### config.mk
export PLATFORM = sky130hd
export DESIGN_NAME = pixel_tap_sampler
export DESIGN_NICKNAME = d
export VERILOG_FILES = /design/src/rtl/pixel_tap_pkg.sv /design/src/rtl/tap_filter.sv /design/src/rtl/pixel_tap_sampler.sv
export SDC_FILE = /design/constraint.sdc
export NUM_CORES = 1
export LEC_CHECK = 0
export CORE_MARGIN = 3
export CORE_UTILIZATION = 43
export DETAILED_ROUTE_END_ITERATION = 10
export HOLD_SLACK_MARGIN = 0.03
export PLACE_DENSITY = 0.74
export SETUP_SLACK_MARGIN = 0.05
export SLEW_MARGIN = 10
export SYNTH_ARGS = -nofsm -noshare
export SYNTH_HDL_FRONTEND = slang
export SYNTH_SLANG_ARGS = --single-unit
export TNS_END_PERCENT = 20
### constraint.sdc
create_clock -name pixel_clock -period 2.7 [get_ports pixel_clock]
set_clock_uncertainty 0.1 [all_clocks]
set_input_delay 0.405 -clock pixel_clock [delete_from_list [all_inputs] [get_ports pixel_clock]]
set_output_delay 0.405 -clock pixel_clock [all_outputs]
set_load 0.02 [all_outputs]
### src/rtl/pixel_tap_pkg.sv
// Shared types and constants for the pixel tap sampler and its per-tap filters.
package pixel_tap_pkg;

    typedef enum logic [1:0] {
        IDLE,
        WAIT_LINE,
        CAPTURE
    } state_t;

    localparam int TAP_COUNT    = 3;
    localparam int LINE_COUNT_W = 16;
    localparam int FILT_CNT_W   = 4;

    function automatic int cnt_width(input int n);
        return (n <= 2) ? 1 : $clog2(n);
    endfunction

endpackage

### src/rtl/tap_filter.sv
// One tap: thresholds the selected pixel value and debounces the resulting bit across lines.
module tap_filter
    import pixel_tap_pkg::*;
#(
    parameter int DATA_W       = 8,
    parameter int LIMIT        = 128,
    parameter int FILTER_DEPTH = 3
)(
    input  logic              clk,
    input  logic              rst,
    input  logic              i_clear,
    input  logic              i_capture,
    input  logic              i_index_match,
    input  logic [DATA_W-1:0] i_value,
    output logic              o_sample,
    output logic              o_strobe
);
    localparam logic [DATA_W:0]       LIMIT_V  = (DATA_W + 1)'(LIMIT);
    localparam logic [FILT_CNT_W-1:0] LAST_CNT = FILT_CNT_W'(FILTER_DEPTH - 1);

    if (FILTER_DEPTH < 1 || FILTER_DEPTH > 15) begin : g_bad_depth
        $error("tap_filter: FILTER_DEPTH must be in 1..15");
    end

    logic                  w_take;
    logic                  w_raw;
    logic                  r_sample;
    logic                  r_strobe;
    logic [FILT_CNT_W-1:0] r_cnt;

    assign w_take = i_capture & i_index_match;
    assign w_raw  = ({1'b0, i_value} >= LIMIT_V);

    // NOTE: sequential state uses non-blocking assignments so every flop samples pre-edge values.
    always_ff @(posedge clk or posedge rst) begin
        if (rst) begin
            r_sample <= 1'b0;
            r_strobe <= 1'b0;
            r_cnt    <= '0;
        end else if (i_clear) begin
            r_sample <= 1'b0;
            r_strobe <= 1'b0;
            r_cnt    <= '0;
        end else begin
            r_strobe <= w_take;
            if (w_take) begin
                if (w_raw == r_sample) begin
                    r_cnt <= '0;
                end else if (r_cnt == LAST_CNT) begin
                    r_sample <= ~r_sample;
                    r_cnt    <= '0;
                end else begin
                    r_cnt <= r_cnt + FILT_CNT_W'(1);
                end
            end
        end
    end

    assign o_sample = r_sample;
    assign o_strobe = r_strobe;

endmodule

### src/rtl/pixel_tap_sampler.sv
// Line-scan tap sampler: tracks pixel position per line and feeds three debounced tap filters.
// Build macro PIXEL_TAP_WINDOW_EN: each tap thresholds the 3-pixel sum around its index.
module pixel_tap_sampler
    import pixel_tap_pkg::*;
#(
    parameter int PIXEL0_INDEX = 15,
    parameter int PIXEL1_INDEX = 511,
    parameter int PIXEL2_INDEX = 1023,
    parameter int LINE_LENGTH  = 1024,
    parameter int THRESHOLD    = 128,
    parameter int FILTER_DEPTH = 3
)(
    input  logic                    pixel_clock,
    input  logic                    reset,
    input  logic [7:0]              data,
    input  logic                    data_valid,
    input  logic                    line_start,
    input  logic                    enable,
    input  logic                    clear,
    output logic [TAP_COUNT-1:0]    sample_data,
    output logic [TAP_COUNT-1:0]    sample_strobe,
    output logic                    line_done,
    output logic [LINE_COUNT_W-1:0] line_count,
    output logic                    line_error
);
    localparam int               CNT_W    = cnt_width(LINE_LENGTH);
    localparam logic [CNT_W-1:0] LAST_IDX = CNT_W'(LINE_LENGTH - 1);
    localparam int TAP_IDX [TAP_COUNT] = '{PIXEL0_INDEX, PIXEL1_INDEX, PIXEL2_INDEX};
`ifdef PIXEL_TAP_WINDOW_EN
    localparam int VAL_W = 10;
    localparam int WIN   = 1;
    localparam int LIMIT = 3 * THRESHOLD;
`else
    localparam int VAL_W = 8;
    localparam int WIN   = 0;
    localparam int LIMIT = THRESHOLD;
`endif

    state_t                  r_state;
    state_t                  w_state_nxt;
    logic [CNT_W-1:0]        r_pix_cnt;
    logic [CNT_W-1:0]        w_pix_idx;
    logic                    r_line_done;
    logic                    r_line_error;
    logic                    r_after_line;
    logic [LINE_COUNT_W-1:0] r_line_count;
    logic                    w_accept;
    logic                    w_last;
    logic                    w_short;
    logic                    w_long;
    logic [VAL_W-1:0]        w_tap_value;

    // NOTE: every always_comb output gets a default first so no path can infer a latch.
    always_comb begin
        w_state_nxt = r_state;
        w_pix_idx   = r_pix_cnt;
        w_accept    = 1'b0;
        w_short     = 1'b0;
        w_long      = 1'b0;
        case (r_state)
            IDLE: w_state_nxt = WAIT_LINE;
            WAIT_LINE: begin
                if (data_valid) begin
                    if (line_start) begin
                        w_accept  = 1'b1;
                        w_pix_idx = '0;
                    end else begin
                        w_long = r_after_line;
                    end
                end
            end
            CAPTURE: begin
                if (data_valid) begin
                    w_accept = 1'b1;
                    if (line_start) begin
                        w_short   = 1'b1;
                        w_pix_idx = '0;
                    end
                end
            end
            default: w_state_nxt = IDLE;
        endcase
        if (w_accept) w_state_nxt = (w_pix_idx == LAST_IDX) ? WAIT_LINE : CAPTURE;
        // Dropping enable abandons the line without touching filter state.
        if (!enable) begin
            w_state_nxt = IDLE;
            w_accept    = 1'b0;
            w_short     = 1'b0;
            w_long      = 1'b0;
        end
        w_last = w_accept && (w_pix_idx == LAST_IDX);
    end

    always_ff @(posedge pixel_clock or posedge reset) begin
        if (reset) begin
            r_state      <= IDLE;
            r_pix_cnt    <= '0;
            r_line_done  <= 1'b0;
            r_line_count <= '0;
            r_line_error <= 1'b0;
            r_after_line <= 1'b0;
        end else if (clear) begin
            r_state      <= IDLE;
            r_pix_cnt    <= '0;
            r_line_done  <= 1'b0;
            r_line_count <= '0;
            r_line_error <= 1'b0;
            r_after_line <= 1'b0;
        end else begin
            r_state     <= w_state_nxt;
            r_line_done <= w_last;
            if (w_accept) r_pix_cnt <= w_last ? '0 : w_pix_idx + CNT_W'(1);
            if (w_last) r_line_count <= r_line_count + LINE_COUNT_W'(1);
            if (w_short || w_long) r_line_error <= 1'b1;
            if (w_last) begin
                r_after_line <= 1'b1;
            end else if (w_accept || w_state_nxt == IDLE) begin
                r_after_line <= 1'b0;
            end
        end
    end

`ifdef PIXEL_TAP_WINDOW_EN
    logic [7:0] r_prev1;
    logic [7:0] r_prev2;

    always_ff @(posedge pixel_clock or posedge reset) begin
        if (reset) begin
            r_prev1 <= '0;
            r_prev2 <= '0;
        end else if (clear) begin
            r_prev1 <= '0;
            r_prev2 <= '0;
        end else if (w_accept) begin
            r_prev1 <= data;
            r_prev2 <= r_prev1;
        end
    end

    assign w_tap_value = VAL_W'(r_prev2) + VAL_W'(r_prev1) + VAL_W'(data);
`else
    assign w_tap_value = data;
`endif

    for (genvar k = 0; k < TAP_COUNT; k++) begin : g_tap
        localparam int MATCH_IDX = TAP_IDX[k] + WIN;

        if (TAP_IDX[k] < WIN || TAP_IDX[k] > LINE_LENGTH - 1 - WIN) begin : g_bad_index
            $error("pixel_tap_sampler: tap index out of range for LINE_LENGTH");
        end

        tap_filter #(
            .DATA_W       (VAL_W),
            .LIMIT        (LIMIT),
            .FILTER_DEPTH (FILTER_DEPTH)
        ) u_tap (
            .clk           (pixel_clock),
            .rst           (reset),
            .i_clear       (clear),
            .i_capture     (w_accept),
            .i_index_match (w_pix_idx == CNT_W'(MATCH_IDX)),
            .i_value       (w_tap_value),
            .o_sample      (sample_data[k]),
            .o_strobe      (sample_strobe[k])
        );
    end

    assign line_done  = r_line_done;
    assign line_count = r_line_count;
    assign line_error = r_line_error;

endmodule

==> impl_metrics.json <==
{
  "p_leak_nw": 1.54,
  "clkTransAtPathRegs_ns": 0.09,
  "antenna-diode-count": 0,
  "ys.flop_type": "dfrtp_1",
  "rows": 29,
  "cts.sinks": 48,
  "io_buffers": 30,
  "final_cell_mix": "dfrtp_1, buf_4, clkdlybuf4s50_1",
  "ant_nets": 0,
  "num_io_pins": 38,
  "end_kind": "flop",
  "grt_use_total_pct": 17.8,
  "die_w_um": 90.0,
  "seq_area_frac_synth_pct": 39.6,
  "arrival_ns": 2.63,
  "clock_latency_ns": 0.30,
  "routedWlPerCell_um": 14.8,
  "fin_crit_sh_pct": 93.9,
  "grt_overflow": 0,
  "root_buffer": "clkbuf_8",
  "antenna_found_initial": 0,
  "peakVddDrop_mv": 0.178,
  "rsz0062_at_grt": "true",
  "vias": 2762,
  "final_common_cell": "dfrtp_1",
  "design_area_sq_um": 3710,
  "powerDensity_nw_per_um2": 337,
  "drv_cap": 0,
  "relSlewSlack_pct": 65.7,
  "synth_edf_count": 0,
  "yosysWarningCount": 0,
  "avgSynthCellArea_sq_um": 9.08,
  "dr_wl_met3_um": 301,
  "gp_congestion": 0.882,
  "numCtsBuffers": 5,
  "wirelength_um": 7030,
  "synth_cell_types": 47,
  "drv_slew": 0,
  "drc": 0,
  "drtIter0Drc": 170,
  "synth.net_count": 362,
  "start_util_pct": 45.9,
  "final_cell_count_no_fill": 474,
  "fin_hold_ws_ns": 0.302,
  "synthArstFlopShare_pct": 100,
  "hold_class": "in2async",
  "met2_length_um": 3330,
  "avgViaCountPerCell": 5.83,
  "status": "finished, final reports clean",
  "detailed_place.area_sq_um": 3580,
  "hold_violations": 0,
  "nNetsFinal": 408,
  "synth_area_sq_um": 3030,
  "post-route-util_pct": 56.2,
  "core-area_sq_um": 6600,
  "syn_to_final_growth_pct": 22.3,
  "drive_gt1_share_pct": 17.6,
  "grt_max_degree": 47,
  "htreeDepth": 2,
  "holdBufCountCts": 0,
  "syn_inst": 334,
  "required_ns": 2.79,
  "ys_ff_latch": 48,
  "cts_tree": "yes",
  "hpwl_um": 5150,
  "crit_type": "reg2reg",
  "fmax_mhz": 394,
  "m1WireLength_um": 3320,
  "finalSetupViolCount": 0,
  "grt_pass1_vias": 2583,
  "die_h_um": 90.0,
  "dp_cells": 465,
  "tightest_slew_ns": 0.508,
  "startpoint_type": "flop",
  "period_needed_ns": 2.54,
  "grt_pass1_wl_um": 12300,
  "routed.top_layer": "met4",
  "clk_path_buf_depth": 2,
  "path_max_fanout": 6,
  "drtPass1Iterations": 5,
  "die_area_sq_um": 8090
}
flip-flops by register name (all words and copies together), names as in the netlist:
signal	cells
g_tap.u_tap.o_sample	3
r_pix_cnt	10
line_count	16
g_tap.u_tap.o_strobe	2
line_done	1
r_state	2
g_tap.u_tap.r_cnt	12
line_error	1
r_after_line	1
per-stage QoR:
stage          TNS [ns]  power, mW  setup slack [ns]
6_report              0       1.25             0.164
5_1_grt               0       1.30            0.0260
4_1_cts               0       1.27            0.0627
3_5_place_dp     -0.877      0.823            -0.135
3_3_place_gp     -0.177      0.821           -0.0630
2_1_floorplan         0      0.789            0.0540
what timing repair did:
| item | CTS | global route |
|---|---|---|
| setup endpoints to repair | 2 | 34 |
| cloned | 0 | 0 |
| pin swaps | 1 | 1 |
| setup buffers | 1 | 0 |
| gates resized for setup | 0 | 6 |
cell usage after synthesis (3+ instances only):
cell type  instances  area, sq um
dfrtp_1           48         1200
a21oi_1           24          120
nor2_1            23         86.3
nand3_1           19         95.1
nand4_1           18          113
clkbuf_1          14         52.6
ha_1              14          175
inv_1             14         52.6
nand2_1           14         52.6
o31ai_1           12         90.1
or4_1             12         90.1
nor3_1            11         55.1
o21ai_0           11         55.1
nor4_1            10         62.6
and3_1             8         50.1
nor2b_1            8         50.1
buf_4              6         45.0
a22o_1             5         43.8
mux2_2             5         56.3
a21o_1             4         30.0
and2_1             4         25.0
buf_2              4         20.0
nor3b_1            4         30.0
or3_1              4         25.0
xnor2_1            4         35.0
a221o_1            3         30.0
and4_1             3         26.3
nor4b_1            3         26.3
power breakdown:
group / switching [mW] / internal, mW
Sequential: 0.000722 / 0.719
Combinational: 0.0565 / 0.0322
Clock: 0.235 / 0.205
Total: 0.293 / 0.956
logic make-up after synthesis:
group / share of synthesized area (%)
AND/OR/NAND/NOR: 28.1
adder cells (fa/ha/maj): 5.78
buffers and inverters: 6.36
XOR/XNOR: 1.16
AO/OA/AOI/OAI: 16.0
multiplexers: 3.01
flip-flops: 39.6
worst paths after layout:
| kind | startpoint | end | slack [ns] | cells past startpoint |
|---|---|---|---|---|
| worst max-delay path | r_state[0] | g_tap[0].u_tap.r_cnt[1] | 0.16 | 10 |
| worst min-delay path | reset | g_tap[1].u_tap.o_strobe | 0.30 | 2 |
| worst max register to register | r_state[0] | g_tap[0].u_tap.r_cnt[1] | 0.16 | 10 |
| worst min register to register | g_tap[0].u_tap.r_cnt[3] | g_tap[0].u_tap.r_cnt[3] | 0.40 | 1 |
| max in group asynchronous | reset | r_pix_cnt[4] | 1.62 | 3 |
| min in group pixel_clock | g_tap[0].u_tap.r_cnt[3] | g_tap[0].u_tap.r_cnt[3] | 0.40 | 1 |
layer usage:
metal  GRT usage, %  vias up
li1               -     1337
met1           25.6     1344
met2           28.1       71
met3           2.92       10
met4           4.59        0
met5              0        -
cell type report:
cell class              count  area, sq um
flip-flops and latches     48         1200
inverters                  14         52.6
clock inverters             2         10.0
fillers                   608         2900
clock buffers               6         82.6
well taps                  93          116
multi-input cells         246         1680
repair buffers             65          563
critical path: stages (launching register included):
cell and delay (ns):
dfrtp_1 0.40, inv_2 0.10, ha_4 0.23, nand3_2 0.09
nand2_1 0.07, inv_1 0.06, ha_2 0.20, nand3_1 0.18
or4_4 0.55, o21bai_4 0.15, mux2_4 0.30
(Power assumes the default switching activity.)
